File: src/rtl/bdy_op_scheduler_pkg.sv
// Shared types and helpers for the butterfly/PWM body operation scheduler.
package bdy_op_scheduler_pkg;

  // Operation encodings as seen on iCMD_Mode and driven on oFSM_MODE.
  typedef enum logic [2:0] {
    MODE_PWM  = 3'd0,
    MODE_NTT  = 3'd1,
    MODE_INTT = 3'd2
  } mode_e;

  // Scheduler sequencing states.
  typedef enum logic [2:0] {
    ST_IDLE  = 3'd0,
    ST_CFG   = 3'd1,
    ST_LOAD  = 3'd2,
    ST_RUN   = 3'd3,
    ST_DRAIN = 3'd4,
    ST_DONE  = 3'd5,
    ST_ERR   = 3'd6
  } state_e;

  // Bit positions inside the sticky error vector.
  localparam int ERR_MODE = 0;
  localparam int ERR_LEN  = 1;
  localparam int ERR_TMO  = 2;

  // Only the three defined operations may start the body.
  function automatic logic mode_legal(input logic [2:0] mode);
    return (mode <= 3'd2);
  endfunction

  // PWM streams both operands (half-size plus full-size polynomial);
  // the transforms stream one packed polynomial.
  function automatic int in_beats(input logic [2:0] mode, input int coeffs);
    return (mode == MODE_PWM) ? (coeffs / 2 + coeffs) : (coeffs / 2);
  endfunction

  // Every operation returns one packed polynomial.
  function automatic int out_beats(input int coeffs);
    return coeffs / 2;
  endfunction

  // Counter width large enough for the longest input transfer.
  function automatic int cnt_width(input int coeffs);
    return $clog2(coeffs * 3 / 2 + 1);
  endfunction

endpackage

File: src/rtl/bdy_op_scheduler_beat_cnt.sv
// Beat counter with a flag marking the final expected beat of a transfer.
module bdy_beat_cnt
  import bdy_op_scheduler_pkg::*;
#(
  parameter int W = 5
) (
  input  logic         i_clk,
  input  logic         i_rst,
  input  logic         i_clr,
  input  logic         i_inc,
  input  logic [W-1:0] i_target,
  output logic         o_last
);

  logic [W-1:0] r_count;

  // Count accepted beats; cleared before each transfer so it never wraps.
  always_ff @(posedge i_clk) begin
    if (i_rst || i_clr) begin
      r_count <= '0;
    end else if (i_inc) begin
      r_count <= r_count + W'(1);
    end
  end

  assign o_last = (r_count == (i_target - W'(1)));

endmodule

File: src/rtl/bdy_op_scheduler.sv
// Command sequencer that configures, starts and streams data through the
// butterfly/PWM body, reporting completion and sticky error flags.
module bdy_op_scheduler
  import bdy_op_scheduler_pkg::*;
#(
  parameter int PRM_DAXI   = 64,
  parameter int PRM_COEFFS = 16,
  parameter int PRM_TMO    = 4096
) (
  input  logic                iSYS_CLK,
  input  logic                iSYS_RST,
  input  logic                iCMD_Valid,
  output logic                oCMD_Ready,
  input  logic [2:0]          iCMD_Mode,
  input  logic [1:0]          iCMD_Q,
  input  logic [4:0]          iCMD_Depth,
  output logic [2:0]          oFSM_MODE,
  output logic [1:0]          oCTL_Q,
  output logic [4:0]          oCTL_NTT_Depth,
  output logic                oFSM_START,
  input  logic                iRs_Tvalid,
  output logic                oRs_Tready,
  input  logic [PRM_DAXI-1:0] iRs_Tdata,
  input  logic                iRs_Tlast,
  output logic                oBs_Tvalid,
  input  logic                iBs_Tready,
  output logic [PRM_DAXI-1:0] oBs_Tdata,
  output logic                oBs_Tlast,
  input  logic                iBm_Tvalid,
  output logic                oBm_Tready,
  input  logic [PRM_DAXI-1:0] iBm_Tdata,
  input  logic                iBm_Tlast,
  output logic                oWm_Tvalid,
  input  logic                iWm_Tready,
  output logic [PRM_DAXI-1:0] oWm_Tdata,
  output logic                oWm_Tlast,
  output logic                oBUSY,
  output logic                oDONE,
  output logic [2:0]          oERR
);

  localparam int CW = cnt_width(PRM_COEFFS);
  localparam int TW = $clog2(PRM_TMO + 1);

  localparam logic [CW-1:0] IN_PWM   = CW'(in_beats(MODE_PWM, PRM_COEFFS));
  localparam logic [CW-1:0] IN_XFORM = CW'(in_beats(MODE_NTT, PRM_COEFFS));
  localparam logic [CW-1:0] OUT_ALL  = CW'(out_beats(PRM_COEFFS));
  localparam logic [TW-1:0] TMO_LAST = TW'(PRM_TMO - 1);

  state_e      r_state;
  state_e      w_stateNext;
  mode_e       r_mode;
  logic [1:0]  r_q;
  logic [4:0]  r_depth;
  logic [2:0]  r_err;
  logic [2:0]  w_errNext;
  logic        r_illDone;
  logic [TW-1:0] r_tmo;

  logic          w_latch;
  logic          w_illegal;
  logic          w_inEn;
  logic          w_outEn;
  logic          w_inFire;
  logic          w_outFire;
  logic          w_inLast;
  logic          w_outLast;
  logic          w_tmoHit;
  logic [CW-1:0] w_inTarget;

  assign w_inEn     = (r_state == ST_LOAD);
  assign w_outEn    = (r_state == ST_DRAIN);
  assign w_inFire   = w_inEn & iRs_Tvalid & iBs_Tready;
  assign w_outFire  = w_outEn & iBm_Tvalid & iWm_Tready;
  assign w_inTarget = (r_mode == MODE_PWM) ? IN_PWM : IN_XFORM;
  assign w_tmoHit   = (r_tmo == TMO_LAST) & ~w_outFire;

  // Host-to-body stream is a pure combinational gate open only in LOAD.
  assign oBs_Tvalid = w_inEn & iRs_Tvalid;
  assign oRs_Tready = w_inEn & iBs_Tready;
  assign oBs_Tdata  = w_inEn ? iRs_Tdata : '0;
  assign oBs_Tlast  = w_inEn & (iRs_Tlast | w_inLast);

  // Body-to-host stream is a pure combinational gate open only in DRAIN.
  assign oWm_Tvalid = w_outEn & iBm_Tvalid;
  assign oBm_Tready = w_outEn & iWm_Tready;
  assign oWm_Tdata  = w_outEn ? iBm_Tdata : '0;
  assign oWm_Tlast  = w_outEn & w_outLast;

  assign oCMD_Ready     = (r_state == ST_IDLE);
  assign oBUSY          = (r_state != ST_IDLE);
  assign oFSM_START     = (r_state == ST_CFG);
  assign oDONE          = (r_state == ST_DONE) | r_illDone;
  assign oERR           = r_err;
  assign oFSM_MODE      = r_mode;
  assign oCTL_Q         = r_q;
  assign oCTL_NTT_Depth = r_depth;

  bdy_beat_cnt #(.W(CW)) u_inCnt (
    .i_clk    (iSYS_CLK),
    .i_rst    (iSYS_RST),
    .i_clr    (r_state == ST_CFG),
    .i_inc    (w_inFire),
    .i_target (w_inTarget),
    .o_last   (w_inLast)
  );

  bdy_beat_cnt #(.W(CW)) u_outCnt (
    .i_clk    (iSYS_CLK),
    .i_rst    (iSYS_RST),
    .i_clr    (r_state == ST_RUN),
    .i_inc    (w_outFire),
    .i_target (OUT_ALL),
    .o_last   (w_outLast)
  );

  // State register; reset aborts any operation in progress.
  always_ff @(posedge iSYS_CLK) begin
    if (iSYS_RST) begin
      r_state <= ST_IDLE;
    end else begin
      r_state <= w_stateNext;
    end
  end

  // Next-state and error decisions for the command/stream sequence.
  always_comb begin
    w_stateNext = r_state;
    w_errNext   = r_err;
    w_latch     = 1'b0;
    w_illegal   = 1'b0;
    case (r_state)
      ST_IDLE: begin
        if (iCMD_Valid) begin
          if (!mode_legal(iCMD_Mode)) begin
            w_errNext = 3'b001;
            w_illegal = 1'b1;
          end else begin
            w_errNext   = 3'b000;
            w_latch     = 1'b1;
            w_stateNext = ST_CFG;
          end
        end
      end
      ST_CFG: begin
        w_stateNext = ST_LOAD;
      end
      ST_LOAD: begin
        if (w_inFire) begin
          if (w_inLast) begin
            if (!iRs_Tlast) begin
              w_errNext[ERR_LEN] = 1'b1;
            end
            w_stateNext = ST_RUN;
          end else if (iRs_Tlast) begin
            w_errNext[ERR_LEN] = 1'b1;
            w_stateNext = ST_RUN;
          end
        end
      end
      ST_RUN: begin
        if (w_tmoHit) begin
          w_errNext[ERR_TMO] = 1'b1;
          w_stateNext = ST_ERR;
        end else if (iBm_Tvalid) begin
          w_stateNext = ST_DRAIN;
        end
      end
      ST_DRAIN: begin
        if (w_outFire) begin
          if (w_outLast) begin
            if (!iBm_Tlast) begin
              w_errNext[ERR_LEN] = 1'b1;
            end
            w_stateNext = ST_DONE;
          end else if (iBm_Tlast) begin
            w_errNext[ERR_LEN] = 1'b1;
          end
        end else if (w_tmoHit) begin
          w_errNext[ERR_TMO] = 1'b1;
          w_stateNext = ST_ERR;
        end
      end
      ST_DONE: begin
        w_stateNext = ST_IDLE;
      end
      ST_ERR: begin
        w_stateNext = ST_ERR;
      end
      default: begin
        w_stateNext = ST_IDLE;
      end
    endcase
  end

  // Body configuration is captured on acceptance and held until the next one.
  always_ff @(posedge iSYS_CLK) begin
    if (iSYS_RST) begin
      r_mode  <= MODE_PWM;
      r_q     <= '0;
      r_depth <= '0;
    end else if (w_latch) begin
      r_mode  <= mode_e'(iCMD_Mode);
      r_q     <= iCMD_Q;
      r_depth <= iCMD_Depth;
    end
  end

  // Sticky error flags plus the completion pulse for a rejected command.
  always_ff @(posedge iSYS_CLK) begin
    if (iSYS_RST) begin
      r_err     <= '0;
      r_illDone <= 1'b0;
    end else begin
      r_err     <= w_errNext;
      r_illDone <= w_illegal;
    end
  end

  // Idle-cycle watchdog for the body's response, restarted by every output beat.
  always_ff @(posedge iSYS_CLK) begin
    if (iSYS_RST) begin
      r_tmo <= '0;
    end else if (((r_state != ST_RUN) && (r_state != ST_DRAIN)) || w_outFire) begin
      r_tmo <= '0;
    end else begin
      r_tmo <= r_tmo + TW'(1);
    end
  end

endmodule

File: config.mk
export PLATFORM = sky130hd
export DESIGN_NAME = bdy_op_scheduler
export DESIGN_NICKNAME = d
export VERILOG_FILES = /design/src/rtl/bdy_op_scheduler_pkg.sv /design/src/rtl/bdy_op_scheduler_beat_cnt.sv /design/src/rtl/bdy_op_scheduler.sv
export SDC_FILE = /design/constraint.sdc
export NUM_CORES = 1
export LEC_CHECK = 0
export ABC_AREA = 1
export CAP_MARGIN = 20
export CELL_PAD_IN_SITES_DETAIL_PLACEMENT = 0
export CELL_PAD_IN_SITES_GLOBAL_PLACEMENT = 1
export CORE_ASPECT_RATIO = 1.2
export CORE_UTILIZATION = 21
export CTS_BUF_LIST = sky130_fd_sc_hd__clkbuf_4
export DETAILED_ROUTE_END_ITERATION = 8
export PLACE_DENSITY = 0.95
export SLEW_MARGIN = 5
export SYNTH_ARGS = -nofsm -noshare
export SYNTH_HDL_FRONTEND = slang
export SYNTH_HIERARCHICAL = 1
export SYNTH_SLANG_ARGS = --single-unit
File: constraint.sdc
create_clock -name iSYS_CLK -period 3.13 [get_ports iSYS_CLK]
set_input_delay 0.4695 -clock iSYS_CLK [delete_from_list [all_inputs] [get_ports iSYS_CLK]]
set_output_delay 0.4695 -clock iSYS_CLK [all_outputs]
set_load 0.05 [all_outputs]
==> results.py <==
metrics = {
    "placement": {
        "gp_congestion": 0.828,
        "io_buffer_count": 297,
        "dp_hpwl_um": 11200,
        "placed_cells": 1140,
    },
    "job": {
        "cap_violations": 0,
    },
    "power": {
        "p_leak_uw": 0.00326,
        "max-vdd-ir-drop_uv": 244,
        "power.density_nw_per_um2": 525,
        "finalPower_uw": 3530,
    },
    "clock_network": {
        "post_cts_buffers": 0,
        "htree_levels": 2,
        "cts_sinks": 40,
        "clock_path_buffers": 2,
        "cts_made_buffers": 5,
        "clk_pin_slew_ps": 120,
        "clockRootBuffer": "clkbuf_4",
        "clk_latency_ps": 350,
        "cts_tree": "built",
        "cts_hold_buf": 0,
    },
    "synth": {
        "synth.area.top_cells": "dfxtp_1, nor2_1, inv_1",
        "netlist-cell-type-count": 39,
        "synth_top_area_cell": "dfxtp_1",
        "syn-cell-area_um2": 3410,
        "ys_warn_count": 6,
        "seq_area_frac_synth_pct": 23.5,
        "synth_top_area_share_pct": 23.5,
        "synthCells": 627,
        "ys_ff_latch": 40,
        "avgSynthCellArea_um2": 5.45,
    },
    "cells_and_area": {
        "nets": 1091,
        "syn_to_final_growth_pct": 96.8,
        "antenna_cells": 0,
        "fillCellCount": 1678,
        "final_layout_size_suffix_gt1_share_pct": 4.90,
        "finalNonFillerCells": 1147,
    },
    "timing": {
        "fin_skew_ps": 12.4,
        "post-route-period-util_pct": 94.3,
        "slew-limit-headroom_pct": 53.6,
        "max_freq_ghz": 0.339,
        "worst_pin_slew_ps": 690,
        "finalHoldViolCount": 0,
        "setup_viol": 0,
        "tns_ps": 0,
        "maxSlewViolCount": 0,
        "rsz0062_at_grt": "no",
        "fin_crit_ps": 2950,
    },
    "routing": {
        "drt-initial-drc-count": 119,
        "firstDrtPassIters": 4,
        "routedWlPerCell_um": 11.4,
        "viasPerCell": 3.81,
        "vias": 4366,
        "remaining_drc_errors": 0,
        "final_antenna_net_count": 0,
        "wl_um": 13100,
    },
    "critical_path": {
        "crit_fanout": 46,
        "r2r-start": "r_state[0]",
        "rr_endpoint": "u_inCnt/r_count[3]",
        "worstPathArrival_ps": 2480,
        "worstSetupPathType": "flop to primary output",
        "start_kind": "flop",
        "r2r_slack_ps": 1110,
        "reg2reg_depth": 10,
        "worstPathRequired_ps": 2660,
        "endpoint_kind": "primary output",
    },
    "worst_hold_path": {
        "hold_path_end": "oERR[1]",
        "whs_path_depth": 2,
        "hold_class": "flop to flop",
        "holdCritStartpoint": "oERR[1]",
    },
    "die": {
        "rows": 50,
        "dieArea_um2": 16800,
        "core_area_um2": 15800,
        "die_h_um": 142,
        "initial_core_util_pct": 21.7,
        "io_pins": 298,
        "die_w_um": 118,
    },
    "global_routing": {
        "gr-usage-all-layers_pct": 14.8,
        "grt_pass1_wl_um": 20000,
        "grt_overflow": 0,
        "antenna_found_initial": 0,
        "grt_start_max_net_pins": 62,
        "grt_pass1_vias": 4056,
    },
    "status": {
        "run_status": "finished clean",
    },
}
how the worst max path moves through the flow:
stage,start,end,depth (start not counted)
after floorplan,oFSM_MODE[2],oBs_Tlast,10
after global placement,r_state[1],oWm_Tdata[63],5
after detailed placement,r_state[1],oWm_Tdata[33],5
after CTS,r_state[1],oWm_Tdata[33],5
after global routing,r_state[1],oWm_Tdata[63],5
final,r_state[1],oWm_Tdata[63],5
critical path, cell delays in order, from the launching register on:
cell             delay [ps]
dfxtp_1                 390
nor2_4                  300
nand2_4                 230
buf_12                  240
nor2_1                  140
clkdlybuf4s50_1         830
cells in the mapped netlist (all sizes together):
library cell,number
a31o,1
nor3b,2
o2111ai,1
o21ai,19
clkbuf,7
dfxtp,40
o21a,2
nor3,8
nor2,201
nand4,2
conb,2
clkinv,1
o21bai,1
o211ai,1
inv,184
and2,1
xor2,6
and3,1
nand2,82
buf,11
xnor2,7
or2,1
nand3b,2
nand3,23
a21oi,16
ha,5
timing repair:
| item | 4_1_cts | 5_1_grt |
|---|---|---|
| endpoints found under the setup margin | 0 | 2 |
| hold endpoints to repair | 0 | 0 |
| resized for setup | 0 | 2 |
cell type report:
| cell class | instances | area [µm²] | share of cell area [%] |
|---|---|---|---|
| sequential | 40 | 802 | 11.9 |
| clock buffer | 5 | 37.5 | 0.559 |
| multi-input combinational | 407 | 1900 | 28.3 |
| tap | 208 | 260 | 3.87 |
| clock inverter | 2 | 12.5 | 0.186 |
| inverter | 185 | 694 | 10.3 |
| timing repair buffer | 300 | 3010 | 44.8 |
where the power goes:
part | total, µW | leakage, µW | internal (µW) | switching, µW
Combinational | 2650 | 0.00290 | 888 | 1770
Sequential | 621 | 0.000325 | 564 | 56.5
Clock | 250 | 0.0000271 | 82.0 | 168
registers in the layout, indices dropped and copies added (netlist names), 2 cells and up:
register	cells
r_tmo	13
oCTL_NTT_Depth	5
u_inCnt/r_count	5
u_outCnt/r_count	5
oERR	3
oFSM_MODE	3
r_state	3
oCTL_Q	2
layout by cell type (no fill, tap or decap), drive strengths merged, types with 5 or more instances in the layout:
| cell | count |
|---|---|
| ha | 5 |
| clkbuf | 5 |
| xnor2 | 7 |
| buf | 8 |
| nand3 | 23 |
| a21oi | 16 |
| nand2 | 82 |
| clkdlybuf4s50 | 291 |
| xor2 | 6 |
| inv | 184 |
| o21ai | 19 |
| nor3 | 8 |
| conb | 25 |
| dfxtp | 40 |
| nor2 | 201 |
through the flow:
stage | util [%] | instance area [µm²] | setup slack, ps | hold slack (ps)
2_1_floorplan | - | 3500 | 713 | 417
3_3_place_gp | 42.3 | 6670 | 505 | 433
3_5_place_dp | 42.3 | 6670 | 545 | 440
4_1_cts | 42.6 | 6720 | 127 | 458
5_1_grt | 42.6 | 6720 | 5.51 | 478
6_report | 42.6 | 6720 | 179 | 456
cells by family (layout without fill, tap and decap cells):
logic type,count (synthesis),after routing,synth area share (%)
xor gates and xnor gates,13,13,3.33
and+or+nand+nor,323,323,40.9
buffers and inverters,203,492,23.4
other,2,25,0.220
AOI/OAI and AO/OA,41,41,6.89
adders and majority gates,5,5,1.83
DFF,40,40,23.5
per-layer routing:
metal	vias up	routed length [µm]	GRT usage, %
met3	9	1170	4.94
met1	1814	5370	17.4
met4	0	121	2.27
li1	2378	-	-
met2	165	6450	26.6
met5	-	0	0
No activity file was read; power rests on OpenSTA's default activity.
